[src/rtl/pwm_pkg.sv]
// -----------------------------------------------------------------------------
// pwm_pkg
// Shared definitions for the pulse width meter: default parameter values,
// the measurement FSM state encoding and the default-width queue entry layout.
// -----------------------------------------------------------------------------
package pwm_pkg;

    localparam int CNT_W_DEF      = 8;
    localparam int FIFO_DEPTH_DEF = 4;

    typedef enum logic {
        IDLE = 1'b0,
        HIGH = 1'b1
    } state_t;

    // Queue entry as stored in the FIFO: saturation flag above the width.
    typedef struct packed {
        logic                 sat;
        logic [CNT_W_DEF-1:0] width;
    } entry_t;

endpackage

[src/rtl/meas_fifo.sv]
// -----------------------------------------------------------------------------
// meas_fifo
// Synchronous circular-buffer FIFO holding pulse measurements.
//   clock, reset   : rising-edge clock, asynchronous active-low reset
//   flush          : synchronous empty (pointers and occupancy to zero)
//   push, wdata    : write request and data; accepted when not full, or when
//                    full and a pop happens in the same cycle
//   pop            : read request; ignored when empty
//   rdata          : head entry, forced to zero while empty
//   full, empty    : occupancy status
//   level          : current occupancy (0..DEPTH)
// -----------------------------------------------------------------------------
module meas_fifo
    import pwm_pkg::*;
#(
    parameter int WIDTH = CNT_W_DEF + 1,
    parameter int DEPTH = FIFO_DEPTH_DEF,
    localparam int AW   = $clog2(DEPTH)
) (
    input  logic             clock,
    input  logic             reset,
    input  logic             flush,
    input  logic             push,
    input  logic [WIDTH-1:0] wdata,
    input  logic             pop,
    output logic [WIDTH-1:0] rdata,
    output logic             full,
    output logic             empty,
    output logic [AW:0]      level
);

    logic [WIDTH-1:0] mem [DEPTH];
    logic [AW-1:0]    wr_ptr;
    logic [AW-1:0]    rd_ptr;
    logic [AW:0]      count;
    logic             pop_ok;
    logic             push_ok;

    assign empty   = (count == '0);
    assign full    = (count == (AW+1)'(DEPTH));
    assign pop_ok  = pop & ~empty;
    // When full, a same-cycle pop frees the slot the write lands in.
    assign push_ok = push & (~full | pop_ok);
    assign level   = count;
    assign rdata   = empty ? '0 : mem[rd_ptr];

    always_ff @(posedge clock or negedge reset) begin
        if (!reset) begin
            wr_ptr <= '0;
            rd_ptr <= '0;
            count  <= '0;
        end else if (flush) begin
            wr_ptr <= '0;
            rd_ptr <= '0;
            count  <= '0;
        end else begin
            if (push_ok) wr_ptr <= AW'(wr_ptr + 1'b1);
            if (pop_ok)  rd_ptr <= AW'(rd_ptr + 1'b1);
            count <= (AW+1)'(count + {{AW{1'b0}}, push_ok} - {{AW{1'b0}}, pop_ok});
        end
    end

    // Storage is data only; the pointers decide what is valid.
    always_ff @(posedge clock) begin
        if (push_ok && !flush) mem[wr_ptr] <= wdata;
    end

endmodule

[src/rtl/pulse_width_meter.sv]
// -----------------------------------------------------------------------------
// pulse_width_meter
// Measures the width (in clock cycles) of each high pulse on the filtered
// signal, queues the measurements and hands them out over valid/ready.
//   clock       : system clock, rising edge
//   reset       : asynchronous active-low reset
//   sig_in      : filtered input signal, synchronous to clock
//   clear       : synchronous flush of queue, sticky flag and measurement
//   meas_data   : width of the oldest queued pulse
//   meas_sat    : oldest queued pulse reached counter saturation
//   meas_valid  : queue non-empty
//   meas_ready  : consumer takes the head entry when meas_valid is high
//   drop_flag   : sticky, a completed pulse was lost to a full queue
//   fill_level  : current queue occupancy
// -----------------------------------------------------------------------------
module pulse_width_meter
    import pwm_pkg::*;
#(
    parameter int CNT_W      = CNT_W_DEF,
    parameter int FIFO_DEPTH = FIFO_DEPTH_DEF,
    parameter int MIN_WIDTH  = 1,
    localparam int LVL_W     = $clog2(FIFO_DEPTH) + 1
) (
    input  logic             clock,
    input  logic             reset,
    input  logic             sig_in,
    input  logic             clear,
    output logic [CNT_W-1:0] meas_data,
    output logic             meas_sat,
    output logic             meas_valid,
    input  logic             meas_ready,
    output logic             drop_flag,
    output logic [LVL_W-1:0] fill_level
);

    localparam logic [CNT_W-1:0] CNT_MAX = '1;
    localparam logic [CNT_W-1:0] MIN_W   = CNT_W'(MIN_WIDTH);

    state_t           state;
    logic             sig_d;
    logic [CNT_W-1:0] counter;
    logic             sat;
    logic             rise;
    logic             fall;
    logic             push_req;
    logic             fifo_full;
    logic             fifo_empty;
    logic [CNT_W:0]   head;

    assign rise = sig_in & ~sig_d;
    assign fall = ~sig_in & sig_d;

    // Pulses below the minimum width end without ever reaching the queue.
    assign push_req = (state == HIGH) && fall && (counter >= MIN_W) && !clear;

    always_ff @(posedge clock or negedge reset) begin
        if (!reset) begin
            // sig_d starts high so a level already high at release is not a rise.
            sig_d     <= 1'b1;
            state     <= IDLE;
            counter   <= '0;
            sat       <= 1'b0;
            drop_flag <= 1'b0;
        end else begin
            sig_d <= sig_in;
            if (clear) begin
                state     <= IDLE;
                counter   <= '0;
                sat       <= 1'b0;
                drop_flag <= 1'b0;
            end else begin
                // A full queue with no pop this cycle loses the new entry.
                if (push_req && fifo_full && !meas_ready) drop_flag <= 1'b1;
                case (state)
                    IDLE: begin
                        if (rise) begin
                            state   <= HIGH;
                            counter <= CNT_W'(1);
                            sat     <= 1'b0;
                        end
                    end
                    HIGH: begin
                        if (fall) begin
                            state <= IDLE;
                        end else if (counter != CNT_MAX) begin
                            counter <= CNT_W'(counter + 1'b1);
                            if (counter == CNT_W'(CNT_MAX - 1'b1)) sat <= 1'b1;
                        end
                    end
                    default: state <= IDLE;
                endcase
            end
        end
    end

    meas_fifo #(
        .WIDTH (CNT_W + 1),
        .DEPTH (FIFO_DEPTH)
    ) u_fifo (
        .clock (clock),
        .reset (reset),
        .flush (clear),
        .push  (push_req),
        .wdata ({sat, counter}),
        .pop   (meas_ready),
        .rdata (head),
        .full  (fifo_full),
        .empty (fifo_empty),
        .level (fill_level)
    );

    assign meas_valid = ~fifo_empty;
    assign meas_sat   = head[CNT_W];
    assign meas_data  = head[CNT_W-1:0];

endmodule

[config.mk]
export PLATFORM = sky130hd
export DESIGN_NAME = pulse_width_meter
export DESIGN_NICKNAME = d
export VERILOG_FILES = /design/src/rtl/pwm_pkg.sv /design/src/rtl/meas_fifo.sv /design/src/rtl/pulse_width_meter.sv
export SDC_FILE = /design/constraint.sdc
export NUM_CORES = 1
export LEC_CHECK = 0
export CORE_MARGIN = 5
export CORE_UTILIZATION = 50
export CTS_CLUSTER_SIZE = 25
export DETAILED_ROUTE_END_ITERATION = 8
export HOLD_SLACK_MARGIN = 0.03
export PLACE_DENSITY_LB_ADDON = 0.08
export SYNTH_ARGS = -nofsm -noshare
export SYNTH_HDL_FRONTEND = slang
export SYNTH_SLANG_ARGS = --single-unit
[constraint.sdc]
create_clock -name clock -period 3.25 [get_ports clock]
set_clock_uncertainty 0.15 [all_clocks]
set_input_delay 0.8125 -clock clock [delete_from_list [all_inputs] [get_ports clock]]
set_output_delay 0.8125 -clock clock [all_outputs]
set_load 0.02 [all_outputs]
==> run_results.csv <==
group,metric,value,unit
global_routing,grt_pass1_vias,1583,
power,vdd_drop_max,0.000272,V
placement,place.detailed.hpwl,3190,µm
cells_and_area,finalNetCount,217,
timing,fmax,319,MHz
logic_synthesis,synth-seq-area-share,61.3,%
die,row_count,26,
clock_tree,cts.repair.resized,0,
global_routing,grt_pass1_wl,7780,µm
cells_and_area,fin_cells,272,
detailed_routing,drtPass1Iterations,4,
setup_path,crit_type,"reg2out",
timing,rsz0062_at_grt,"false",
setup_path,critPathCaptureType,"output pin",
cells_and_area,n_fill_cell,424,
logic_synthesis,ys_ff_latch,55,
global_routing,grt_max_degree,20,
power,clock_power_share,21.9,%
detailed_routing,vias,1477,
die,start_util,50.7,%
global_routing,antenna_found_initial,0,
timing,timing.final.max_slew_violations,0,
setup_path,critPathLaunchType,"register",
clock_tree,cts_buffers,5,
die,chipWidth,81.3,µm
power,p_switching,621,µW
power,combPwrFrac,35.8,%
cells_and_area,multi_input_area,906,µm²
clock_tree,clock_sinks,55,
logic_synthesis,synth_edf_count,36,
timing,period_share,96.3,%
timing,period_minus_slack,3130,ps
timing,setup_slack,119,ps
power,p_int,1.37,mW
clock_tree,cts_max_path_buffers,2,
placement,pre_cts_ws,124,ps
logic_synthesis,syn_nets,195,
timing,hold_violations,0,
logic_synthesis,synth_area,2540,µm²
setup_path,crit_path_max_fanout,9,
placement,dp.cells,264,
placement,finalWeightedCongestion,0.773,
power,switching_share,31.1,%
detailed_routing,wl_per_cell,17.0,µm
logic_synthesis,yosys_warnings,0,
setup_path,crit_required,2290,ps
global_routing,grt_usage,15.9,%
clock_tree,cts_tree,"built",
min_path,hp-class,"reg2reg",
cells_and_area,drive_gt1_share,13.9,%
detailed_routing,wl,4620,µm
logic_synthesis,synthArstFlopShare,34.5,%
die,die_h,81.3,µm
detailed_routing,via_per_inst,5.43,
clock_tree,cts.clk_slew.worst_paths,90,ps
timing,setup_tns,0,ps
logic_synthesis,synth_flop_cell,"edfxtp_1",
cells_and_area,seqCellArea,1560,µm²
cells_and_area,synthToLayoutAreaGrowth,14.6,%
detailed_routing,drcViolationCount,0,
logic_synthesis,synth_top_area_cell,"edfxtp_1",
power,seqPwrFrac,42.2,%
detailed_routing,final_antenna_net_count,0,
logic_synthesis,yosys-top-cells-area,"edfxtp_1 43%, dfrtp_1 18%, mux4_2 8.0%",
timing,slew_headroom,39.8,%
power,power.total,2.00,mW
detailed_routing,drt_iter0_drc,160,
clock_tree,clk_latency,300,ps
job,drv_cap,0,
cells_and_area,antenna_cells,0,
clock_tree,cts-hold-fix-buffers,0,
power,power_density,685,nW/µm²
timing,worstMarginPinSlew,900,ps
placement,io_buffer_count,18,
logic_synthesis,avgSynthCellArea,14.2,µm²
global_routing,grt_overflow,0,
die,die_area,6610,µm²
die,core-area,5010,µm²
outcome,outcome,"finished, final reports clean",
setup_path,worstPathArrival,2170,ps
clock_tree,cts_setup_buffers,0,
logic_synthesis,ys_types,42,
logic_synthesis,yosysTopAreaCellShare,42.5,%
logic_synthesis,syn_inst,179,
clock_tree,root_buffer,"clkbuf_8",
die,ioPinCount,19,
clock_tree,h-tree-depth,2,
timing,setup_viol,0,
power,leakage,1.07,nW
[metrics by stage]
step                      hold WS, ps  util [%]  cell area, µm²
final                             401      58.1            2910
after global placement            361      55.9            2800
after CTS                         404      58.1            2910
after global routing              429      58.1            2910
after floorplan                   326         -            2540
after detailed placement          385      55.9            2800
[metal layers]
| metal | track usage, % | wire (µm) | vias up |
|---|---|---|---|
| met2 | 27.6 | 2350 | 28 |
| met5 | 0 | 0 | - |
| met4 | 4.73 | 59 | 0 |
| met3 | 3.22 | 158 | 7 |
| li1 | - | - | 700 |
| met1 | 20.0 | 2050 | 742 |
[layout by cell type, fill, tap and decap left out, types with 2 or more instances in the layout]
cell	Yosys	routed
mux4_2	9	9
dfrtp_1	18	18
xnor2_1	2	2
and2_1	15	15
buf_4	0	4
a21oi_1	4	4
o21ai_0	3	3
clkdlybuf4s50_1	0	18
o31ai_1	2	2
inv_1	11	11
ha_1	10	10
a31oi_1	3	3
nand3_1	5	5
xor2_1	2	2
nor2b_1	2	2
nand2_1	8	8
clkbuf_8	0	5
nor4b_1	2	2
nand2b_1	2	2
o21a_1	2	2
nor2_1	9	9
edfxtp_1	36	36
mux2i_1	4	4
or3_1	5	5
[flip-flops by register name (all words and copies together) (netlist names)]
register,flops
u_fifo.mem,36
counter,8
u_fifo.level,3
u_fifo.rd_ptr,2
u_fifo.wr_ptr,2
drop_flag,1
sat,1
sig_d,1
state,1
[final cells by class]
| cell class | instances | area share, % |
|---|---|---|
| inverter | 11 | 1.42 |
| clock inverter | 2 | 1.29 |
| timing repair buffer | 22 | 7.22 |
| sequential | 55 | 53.5 |
| tap | 70 | 3.01 |
| multi-input combinational | 106 | 31.1 |
| clock buffer | 6 | 2.49 |
[power by group through the flow]
| stage | Combinational (mW) | Clock [mW] | Sequential [mW] |
|---|---|---|---|
| 3_5_place_dp | 0.733 | 0 | 0.858 |
| 6_report | 0.715 | 0.438 | 0.843 |
| 5_1_grt | 0.789 | 0.483 | 0.849 |
| 4_1_cts | 0.734 | 0.452 | 0.843 |
| 2_1_floorplan | 0.431 | 0 | 0.857 |
| 3_3_place_gp | 0.704 | 0 | 0.855 |
[cell families after synthesis]
kind of cell | Yosys count | share of synthesized area, %
fa+ha+maj | 11 | 5.71
mux | 14 | 10.1
compound gates | 19 | 4.82
xor+xnor | 4 | 1.38
simple gates | 58 | 13.6
buf+inv | 18 | 3.10
flops | 55 | 61.3
[final timing paths]
| kind | from | end | slack (ps) | cells past startpoint |
|---|---|---|---|---|
| worst max-delay path | u_fifo.rd_ptr[0] | meas_data[0] | 120 | 4 |
| worst min-delay path | u_fifo.wr_ptr[0] | u_fifo.wr_ptr[0] | 400 | 1 |
| worst max register to register | u_fifo.level[1] | u_fifo.level[2] | 440 | 10 |
| worst min register to register | u_fifo.wr_ptr[0] | u_fifo.wr_ptr[0] | 400 | 1 |
| max in group asynchronous | reset | counter[4] | 1530 | 1 |
| min in group asynchronous | reset | u_fifo.level[2] | 860 | 1 |
[synthesized netlist by cell type (all sizes together) (3+ instances only)]
cell	number
mux2i	4
inv	11
mux4	9
nand3	5
and4	3
edfxtp	36
nor2	9
a21oi	4
dfrtp	18
a31oi	3
o21ai	4
and2	16
nand2	8
buf	4
clkbuf	3
or3	5
ha	10
[critical path: stages (launching register included)]
cell and delay, ps:
dfrtp_1 400, buf_4 250, mux4_2 520, and2_1 170, clkdlybuf4s50_1 530
Note: power is estimated with default switching activity, not from simulation.
